<file path="src/rtl/boid_pkg.sv">
// -----------------------------------------------------------------------------
// boid_pkg
// Shared definitions for the boid rasteriser and the VGA read path:
//   - default screen resolution
//   - boid coordinate widths (x: 10 bits, y: 9 bits)
//   - sprite size limits and the sprite offset counter width
//   - frame-writer FSM state encoding
// -----------------------------------------------------------------------------
package boid_pkg;

    localparam int H_RES_DEF  = 640;
    localparam int V_RES_DEF  = 480;

    localparam int X_W        = 10;
    localparam int Y_W        = 9;

    localparam int SPRITE_MIN = 1;
    localparam int SPRITE_MAX = 4;
    // Width of the dx/dy offset counters; covers 0..SPRITE_MAX-1.
    localparam int D_W        = 2;

    typedef enum logic [2:0] {
        ST_IDLE,
        ST_SWAP,
        ST_FETCH,
        ST_PLOT,
        ST_DONE
    } state_t;

endpackage

</file>
<file path="src/rtl/boid_xy_to_addr.sv">
// -----------------------------------------------------------------------------
// boid_xy_to_addr
// Combinational pixel coordinate -> linear frame-buffer address.
// Shared by the frame writer and the VGA read path.
// Ports:
//   x         in   X_IN_W   pixel column (may exceed the screen)
//   y         in   Y_IN_W   pixel row    (may exceed the screen)
//   addr      out  ADDR_W   y*H_RES + x, full width, never truncated
//   on_screen out  1        x < H_RES and y < V_RES
// -----------------------------------------------------------------------------
module boid_xy_to_addr #(
    parameter int H_RES  = 640,
    parameter int V_RES  = 480,
    parameter int X_IN_W = 11,
    parameter int Y_IN_W = 10,
    parameter int ADDR_W = $clog2(H_RES*V_RES)+1
) (
    input  logic [X_IN_W-1:0] x,
    input  logic [Y_IN_W-1:0] y,
    output logic [ADDR_W-1:0] addr,
    output logic              on_screen
);

    localparam logic [X_IN_W-1:0] X_LIM = X_IN_W'(H_RES);
    localparam logic [Y_IN_W-1:0] Y_LIM = Y_IN_W'(V_RES);

    logic [ADDR_W-1:0] x_ext;
    logic [ADDR_W-1:0] y_ext;

    assign x_ext = ADDR_W'(x);
    assign y_ext = ADDR_W'(y);

    generate
        if (H_RES == 640) begin : g_mul640
            // 640 = 512 + 128: two shifts and an add instead of a multiplier.
            assign addr = (y_ext << 9) + (y_ext << 7) + x_ext;
        end else begin : g_mul_generic
            assign addr = y_ext * ADDR_W'(H_RES) + x_ext;
        end
    endgenerate

    assign on_screen = (x < X_LIM) && (y < Y_LIM);

endmodule

</file>
<file path="src/rtl/boid_frame_writer.sv">
// -----------------------------------------------------------------------------
// boid_frame_writer
// Per-frame sequencer: on each frame_end pulse, requests a buffer swap/clear,
// walks every boid channel, plots an SPRITE x SPRITE square per boid into the
// 1-bit display buffer and then pulses done.
// Every pixel slot costs one cycle whether or not it is clipped, so a frame
// takes 2 + boids*(1+SPRITE^2) cycles from SWAP through DONE.
//
// Optional build macro: BOID_ENABLE_MASK_EN adds input boid_mask, sampled in
// SWAP; boids whose bit is 0 are skipped with no FETCH/PLOT cycles.
//
// Ports:
//   clock      in   1        system clock
//   resetn     in   1        asynchronous active-low reset
//   frame_end  in   1        one-cycle pulse at end of visible frame
//   boid_mask  in   NUM_BOIDS  per-boid enable (BOID_ENABLE_MASK_EN only)
//   boid_sel   out  SEL_W    boid whose coordinates are requested
//   x_in       in   10       x of selected boid (combinational from boid_sel)
//   y_in       in   9        y of selected boid (combinational from boid_sel)
//   buf_swap   out  1        one-cycle pulse: switch to cleared buffer
//   wr_en      out  1        pixel write strobe
//   wr_addr    out  ADDR_W   pixel address y*H_RES + x
//   wr_data    out  1        pixel value (1 whenever wr_en)
//   busy       out  1        high from accepted frame_end through DONE
//   done       out  1        one-cycle pulse, frame fully plotted
//   overruns   out  8        saturating count of frame_end ignored while busy
// -----------------------------------------------------------------------------
module boid_frame_writer
    import boid_pkg::*;
#(
    parameter int NUM_BOIDS = 8,
    parameter int H_RES     = H_RES_DEF,
    parameter int V_RES     = V_RES_DEF,
    parameter int SPRITE    = 1,
    parameter int ADDR_W    = $clog2(H_RES*V_RES)+1,
    parameter int SEL_W     = $clog2(NUM_BOIDS)
) (
    input  logic                 clock,
    input  logic                 resetn,
    input  logic                 frame_end,
`ifdef BOID_ENABLE_MASK_EN
    input  logic [NUM_BOIDS-1:0] boid_mask,
`endif
    output logic [SEL_W-1:0]     boid_sel,
    input  logic [X_W-1:0]       x_in,
    input  logic [Y_W-1:0]       y_in,
    output logic                 buf_swap,
    output logic                 wr_en,
    output logic [ADDR_W-1:0]    wr_addr,
    output logic                 wr_data,
    output logic                 busy,
    output logic                 done,
    output logic [7:0]           overruns
);

    localparam logic [D_W-1:0] D_LAST = D_W'(SPRITE - 1);

    state_t                state_reg;
    logic [SEL_W-1:0]      idx_reg;
    logic [X_W-1:0]        bx_reg;
    logic [Y_W-1:0]        by_reg;
    logic [D_W-1:0]        dx_reg;
    logic [D_W-1:0]        dy_reg;
    logic [NUM_BOIDS-1:0]  mask_reg;
    logic                  buf_swap_reg;
    logic                  busy_reg;
    logic                  done_reg;
    logic [7:0]            overruns_reg;

    logic [NUM_BOIDS-1:0]  mask_in;
    logic [SEL_W-1:0]      first_idx;
    logic [SEL_W-1:0]      next_idx;
    logic                  has_next;
    logic [X_W:0]          px;
    logic [Y_W:0]          py;
    logic [ADDR_W-1:0]     pix_addr;
    logic                  pix_on_screen;

`ifdef BOID_ENABLE_MASK_EN
    assign mask_in = boid_mask;
`else
    assign mask_in = '1;
`endif

    // Lowest enabled boid for the start of a frame.
    always_comb begin
        first_idx = '0;
        for (int i = NUM_BOIDS - 1; i >= 0; i--) begin
            if (mask_in[i]) begin
                first_idx = SEL_W'(i);
            end
        end
    end

    // Lowest enabled boid strictly above the current one.
    always_comb begin
        has_next = 1'b0;
        next_idx = idx_reg;
        for (int i = NUM_BOIDS - 1; i >= 0; i--) begin
            if ((i > int'(idx_reg)) && mask_reg[i]) begin
                has_next = 1'b1;
                next_idx = SEL_W'(i);
            end
        end
    end

    // One extra bit so bx+dx / by+dy near the coordinate limit cannot wrap
    // back onto the screen.
    assign px = (X_W+1)'(bx_reg) + (X_W+1)'(dx_reg);
    assign py = (Y_W+1)'(by_reg) + (Y_W+1)'(dy_reg);

    boid_xy_to_addr #(
        .H_RES  (H_RES),
        .V_RES  (V_RES),
        .X_IN_W (X_W + 1),
        .Y_IN_W (Y_W + 1),
        .ADDR_W (ADDR_W)
    ) u_xy_to_addr (
        .x         (px),
        .y         (py),
        .addr      (pix_addr),
        .on_screen (pix_on_screen)
    );

    always_ff @(posedge clock or negedge resetn) begin
        if (!resetn) begin
            state_reg    <= ST_IDLE;
            idx_reg      <= '0;
            bx_reg       <= '0;
            by_reg       <= '0;
            dx_reg       <= '0;
            dy_reg       <= '0;
            mask_reg     <= '0;
            buf_swap_reg <= 1'b0;
            busy_reg     <= 1'b0;
            done_reg     <= 1'b0;
            overruns_reg <= '0;
        end else begin
            buf_swap_reg <= 1'b0;
            done_reg     <= 1'b0;

            // Any pulse seen outside IDLE (including the DONE cycle) is dropped.
            if (frame_end && (state_reg != ST_IDLE) && (overruns_reg != 8'hFF)) begin
                overruns_reg <= overruns_reg + 8'd1;
            end

            case (state_reg)
                ST_IDLE: begin
                    if (frame_end) begin
                        state_reg    <= ST_SWAP;
                        buf_swap_reg <= 1'b1;
                        busy_reg     <= 1'b1;
                        idx_reg      <= '0;
                    end
                end
                ST_SWAP: begin
                    mask_reg <= mask_in;
                    if (mask_in == '0) begin
                        state_reg <= ST_DONE;
                        done_reg  <= 1'b1;
                    end else begin
                        idx_reg   <= first_idx;
                        state_reg <= ST_FETCH;
                    end
                end
                ST_FETCH: begin
                    bx_reg    <= x_in;
                    by_reg    <= y_in;
                    dx_reg    <= '0;
                    dy_reg    <= '0;
                    state_reg <= ST_PLOT;
                end
                ST_PLOT: begin
                    if (dx_reg == D_LAST) begin
                        dx_reg <= '0;
                        if (dy_reg == D_LAST) begin
                            if (has_next) begin
                                idx_reg   <= next_idx;
                                state_reg <= ST_FETCH;
                            end else begin
                                state_reg <= ST_DONE;
                                done_reg  <= 1'b1;
                            end
                        end else begin
                            dy_reg <= dy_reg + 1'b1;
                        end
                    end else begin
                        dx_reg <= dx_reg + 1'b1;
                    end
                end
                ST_DONE: begin
                    busy_reg  <= 1'b0;
                    idx_reg   <= '0;
                    state_reg <= ST_IDLE;
                end
                default: begin
                    state_reg <= ST_IDLE;
                end
            endcase
        end
    end

    // Write strobe is decoded from registered state and coordinates only.
    assign wr_en    = (state_reg == ST_PLOT) && pix_on_screen;
    assign wr_addr  = wr_en ? pix_addr : '0;
    assign wr_data  = wr_en;

    assign boid_sel = idx_reg;
    assign buf_swap = buf_swap_reg;
    assign busy     = busy_reg;
    assign done     = done_reg;
    assign overruns = overruns_reg;

endmodule
</file>
<file path="config.mk">
export PLATFORM = sky130hd
export DESIGN_NAME = boid_frame_writer
export DESIGN_NICKNAME = d
export VERILOG_FILES = /design/src/rtl/boid_pkg.sv /design/src/rtl/boid_xy_to_addr.sv /design/src/rtl/boid_frame_writer.sv
export SDC_FILE = /design/constraint.sdc
export NUM_CORES = 1
export LEC_CHECK = 0
export ABC_AREA = 1
export BUFFER_PORTS_ARGS = -buffer_cell sky130_fd_sc_hd__buf_2
export CORE_MARGIN = 3
export CORE_UTILIZATION = 56
export CTS_BUF_LIST = sky130_fd_sc_hd__clkbuf_8 sky130_fd_sc_hd__clkbuf_16
export CTS_CLUSTER_DIAMETER = 60
export DETAILED_ROUTE_END_ITERATION = 7
export HOLD_SLACK_MARGIN = 0.1
export PLACE_DENSITY_LB_ADDON = 0.05
export SETUP_SLACK_MARGIN = 0.15
export SKIP_LAST_GASP = 1
export SYNTH_ARGS = -nofsm -noshare
export SYNTH_HDL_FRONTEND = slang
export SYNTH_SLANG_ARGS = --single-unit
</file>
<file path="constraint.sdc">
create_clock -name clock -period 4.7 [get_ports clock]
set_input_delay 0.94 -clock clock [delete_from_list [all_inputs] [get_ports clock]]
set_output_delay 0.94 -clock clock [all_outputs]
set_load 0.03 [all_outputs]
</file>
* After elaboration in Yosys (flattened, before gate mapping)
Index checks and enable logic that the tools add are counted.
** Storage, ports and cells
- Input port bits :: 22
- Output and inout port bits :: 36
- Register bits after elaboration :: 41
** Cells by class
- $lt $le $gt $ge :: 9
- Mux-type cells :: 38
- Add/subtract/negate cells :: 7
- Eq/ne operators :: 11
- Reductions and logical operators :: 23
** Operators by type and width (count)
- 3-bit 2-to-1 mux :: 15
- 19-bit by 17-bit adder with 20-bit output :: 1
- 20-bit by 11-bit adder with 20-bit output :: 1
- 20-bit 2-to-1 mux :: 1
- 8-bit inequality test, second input constant :: 2
- 1-bit 2-to-1 mux :: 14
- 3-bit > comparator, first input constant :: 4
- 3-bit one-hot mux with 4 select lines :: 1
- 10-bit by 2-bit adder with 11-bit output :: 1
- 1-bit logical AND :: 11
- 11-bit by 10-bit less-than comparator with 1-bit output, second input constant :: 1
- 9-bit by 2-bit adder with 10-bit output :: 1
- 10-bit by 9-bit less-than comparator with 1-bit output, second input constant :: 1
- 2-bit inequality test, second input constant :: 5
- 3-bit one-hot mux with 3 select lines :: 1
- 8-bit by 1-bit adder with 8-bit output, second input constant :: 1
- 2-bit one-hot mux with 2 select lines :: 2
- 3-bit by 2-bit equality test with 1-bit output, second input constant :: 2
- 2-bit by 3-bit > comparator with 1-bit output, first input constant :: 2
- 2-bit 2-to-1 mux :: 3
- 3-bit AND reduction :: 2
- 6-bit AND reduction :: 1
- 3-bit nonzero test :: 2
- 2-bit by 1-bit adder with 2-bit output, second input constant :: 2
- other kinds (9) :: 11

* Logic depth before layout (Yosys ltp)
- Depth in word-level cells :: 13
- Depth in mapped cells :: 19

* By module
A second synthesis with hierarchy kept.
** Second synthesis, totals
- Cells, all modules :: 459
- Area total of the unflattened synthesis :: 3265.6 um^2
** By module, submodules not included
- boid_frame_writer :: cells an instance 323, area an instance 2463.6 um^2, instances 1
- boid_xy_to_addr :: cells an instance 136, area an instance 802.0 um^2, instances 1

* Worst setup path after synthesis
No wires, ideal clock.
- Path kind :: reg2out
- From :: reg dy_reg[0]
- To :: out wr_addr[13]
- Cell stages (with the launch flop) :: 14
- Buffers on the path :: 0
- Arrival :: 3.021 ns
- Setup slack :: 0.739 ns
- Cells stage by stage :: dfrtp_1 > ha_1 > inv_1 > fa_1 > xnor2_1 > inv_1 > fa_1 > inv_1 > ha_1 > nand2_1 > o21ai_0 > a21oi_1 > xor2_1 > nor2_2
** Between the ends
- Longest elaborated chain between the ends :: 5
- Elaborated cells on any way between the ends :: 7
** Ends and longest elaborated chain
- from (decl) :: RTL line boid_frame_writer.sv:63 : logic [D_W-1:0] dy_reg;
- from (signal assigned) :: RTL line boid_frame_writer.sv:185 : dy_reg <= dy_reg + 1'b1;
- 9-bit by 2-bit adder with 10-bit output (*) :: RTL line boid_frame_writer.sv:110 : assign py = (Y_W+1)'(by_reg) + (Y_W+1)'(dy_reg);
- branches (longest 3 deep; another with 19-bit by 17-bit adder with 20-bit output)
- 20-bit 2-to-1 mux (*) :: RTL line boid_frame_writer.sv:205 : assign wr_addr = wr_en ? pix_addr : '0;
- to (decl) :: RTL line boid_frame_writer.sv:49 : output logic [ADDR_W-1:0] wr_addr,
Mark *: on every way between the ends.

* Worst setup path in the final report
- From :: reg dy_reg[0]
- To :: out wr_addr[16]
The elaborated chain is that of the path after synthesis.

==> flow_summary_export.csv <==
group,metric,value,unit
timing,slew_violations,0,
timing,setup_viol,0,
detailed_routing,wire_per_inst,11.6,um
synth,syn_inst,423,
place,dpl.hpwl,4950,um
detailed_routing,drt_iter0_drc,69,
die,fp.coreArea,0.00524,mm^2
cells_and_area,largest_register_ffs,10,
power_and_ir_drop,powerDensity,715,mW/mm^2
timing,worst_slack,0.379,ns
clocking,cts.sinks,41,
place,dpl_worst_slack,0.420,ns
place,place.gp.congestion,0.879,
global_route,grt_max_degree,42,
synth,syn-mean-instance-area,7.34,um^2
power_and_ir_drop,power_frac_seq,0.235,
critical_path,crit_path_end_kind,"primary output",
cells_and_area,fillers,473,
die,row_count,26,
detailed_routing,via_per_inst,5.04,
power_and_ir_drop,p_int,1.19,mW
die,dieArea,0.00648,mm^2
clocking,clkTransAtPathRegs,0.09,ns
min_path,min_from,"by_reg[0]$_DFFE_PN0P_",
global_route,grt.busiest_layer,"met2",
clocking,cts_tree,"yes",
critical_path,crit_type,"reg -> out",
power_and_ir_drop,comb_power_share,0.675,
critical_path,cp_slowest_cell,"dfrtp_1",
critical_path,cp_cell_sequence,"ha_2, inv_1, fa_2, nor2_4, nand3_1, nor3_2, xor2_1, ha_1, ha_4, inv_1, o21ai_0, a21oi_1, nand2_2, xor2_1, nor2_2, buf_4",
timing,post-route-period-util,0.919,
critical_path,slowest_delay,0.37,ns
place,portBuffers,56,
synth,ys_seq_area_frac,0.330,
clocking,htreeDepth,2,
power_and_ir_drop,leakage,1.97,nW
min_path,hold_class,"reg -> reg",
cells_and_area,final_layout_size_suffix_gt1_frac,0.238,
timing,hold_violations,0,
cells_and_area,antennaDiodeCount,0,
synth,syn-num-nets,476,
outcome,outcome,"complete, no violations",
die,die_h,80.5,um
critical_path,crit_buf_inv,3,
clocking,cts-root-buf,"clkbuf_8",
synth,yosys_register_bits,41,
die,ios,58,
synth,ys_types,30,
timing,fmax,0.231,GHz
timing,tns,0,ns
power_and_ir_drop,vdd_drop_max,0.000444,V
global_route,antenna_found_initial,0,
detailed_routing,vias,2786,
cells_and_area,area_delta_synth_final,15.8,%
power_and_ir_drop,clockPowerShare,0.091,
power_and_ir_drop,power.total,2.57,mW
die,fp.dieW,80.5,um
timing,slew_headroom,0.251,
detailed_routing,drc,0,
global_route,overflow,0,
timing,grt_setup_unrepaired,"false",
timing,tightest_slew,1.12,ns
global_route,met2_usage,0.392,
global_route,grt_pass1_wl,11000,um
die,start_util,0.593,
critical_path,crit-reg2reg-launch,"state_reg[2]$_DFFE_PN0P_",
detailed_routing,drt_first_pass_iters,5,
global_route,grt_pass1_vias,2581,
global_route,grtUsageTotal,0.214,
detailed_routing,wl,6440,um
synth,synth_area,0.00311,mm^2
critical_path,worstPathArrival,3.38,ns
critical_path,critical_path.top_delay_family,"adder cells",
global_route,grt_use_met1,0.261,
clocking,cts-buffers-inserted,5,
critical_path,cp-startpoint,"dy_reg[0]$_DFFE_PN0P_",
clocking,postCtsHoldBufs,0,
timing,finClkSkew,0.0102,ns
power_and_ir_drop,swShare,0.539,
detailed_routing,postRouteAntennaNets,0,
power_and_ir_drop,switchingPower,1.39,mW
job,cap_violations,0,
synth,yosys_warnings,0,
clocking,clk_latency,0.30,ns
critical_path,cp_max_fo,4,
clocking,clockBufferDepth,2,
critical_path,startpoint_type,"flip-flop",
critical_path,required,3.76,ns
timing,min_period,4.32,ns
global_route,grtUsageMet3,0.0336,
cells_and_area,final_nets,535,
power groups by stage:
stage / Combinational (mW) / Sequential, mW / Clock, mW
after floorplan: 1.26 / 0.652 / 0
after global placement: 1.62 / 0.603 / 0
after detailed placement: 1.65 / 0.607 / 0
after CTS: 1.67 / 0.601 / 0.238
after global routing: 1.96 / 0.624 / 0.250
final: 1.74 / 0.604 / 0.233
area by class of cell:
class,instances,area [um^2],area share
clock buffer,5,68.8,0.0191
clock inverter,3,17.5,0.00487
inverter,76,285,0.0793
multi-input combinational,299,1800,0.502
sequential,41,1030,0.285
tap,70,87.6,0.0243
timing repair buffer,59,308,0.0856
path summary, 6_finish.rpt:
check                                                end  slack [ns]  cells past startpoint
worst max-delay path                         wr_addr[16]        0.38                     16
worst min-delay path               by_reg[0]$_DFFE_PN0P_        0.49                      2
worst max register to register  state_reg[1]$_DFFE_PN0P_        2.48                      7
worst min register to register     by_reg[0]$_DFFE_PN0P_        0.49                      2
max in group asynchronous       state_reg[2]$_DFFE_PN0P_        3.33                      1
min in group asynchronous          by_reg[8]$_DFFE_PN0P_        0.77                      1
tightest hold or removal path: stages (launching register included):
cell	delay, ns
dfrtp_1	0.36
nand2_1	0.06
nand2_1	0.05
routing by layer:
metal  vias up  routed length, um
met3         9                217
li1       1435                  -
met5         -                  0
met4         0                 82
met1      1300               2900
met2        42               3240
synth_stat cells (all sizes together):
library cell,instances,area [um^2]
a21o,1,7.51
a21oi,11,55.1
buf,6,47.5
clkbuf,1,3.75
conb,1,3.75
dfrtp,41,1030
fa,5,100
ha,26,325
inv,76,285
nand2,115,434
nand3,26,135
nand4,7,43.8
nor2,41,206
nor3,7,51.3
o211ai,1,7.51
o21ai,37,193
o21bai,1,7.51
or2,1,6.26
xnor2,8,70.1
xor2,11,96.3
cell families after synthesis:
| logic type | Yosys count | synth area share |
|---|---|---|
| buffers and inverters | 83 | 0.108 |
| and+or+nand+nor | 197 | 0.282 |
| other | 1 | 0.00121 |
| adders and majority gates | 31 | 0.137 |
| xor gates and xnor gates | 19 | 0.0536 |
| DFF | 41 | 0.330 |
| AOI/OAI and AO/OA | 51 | 0.0870 |
timing repair:
item                                    4_1_cts  5_1_grt
pin swaps                                     0        4
endpoints found under the setup margin        3        7
buffers inserted                              0        3
resized for setup                             2       18
stage by stage:
step                 util  area [um^2]  hold slack (ns)  instances
global route        0.687         3600            0.525        553
global placement    0.653         3420            0.467        542
floorplan               -         3110            0.448        423
CTS                 0.671         3520            0.488        550
detailed placement  0.653         3420            0.467        542
finish              0.687         3600            0.491        553
cell usage in the layout (no fill, tap or decap), types with 2 or more instances in the layout:
cell type / count
nor2_2: 20
xor2_1: 11
nor3_2: 2
clkinv_2: 2
o21ai_1: 2
buf_4: 5
ha_2: 3
a21oi_1: 9
o21ai_0: 32
o21ai_2: 3
fa_1: 2
inv_2: 5
dfrtp_1: 41
nand2_1: 111
nand4_1: 7
a21oi_2: 2
nand3_1: 24
xnor2_1: 8
clkbuf_8: 5
buf_2: 54
ha_1: 22
inv_1: 71
nand2_2: 4
nor3_1: 4
nor2_1: 20
fa_2: 3
nand3_2: 2
Note: power is estimated with default switching activity, not from simulation.
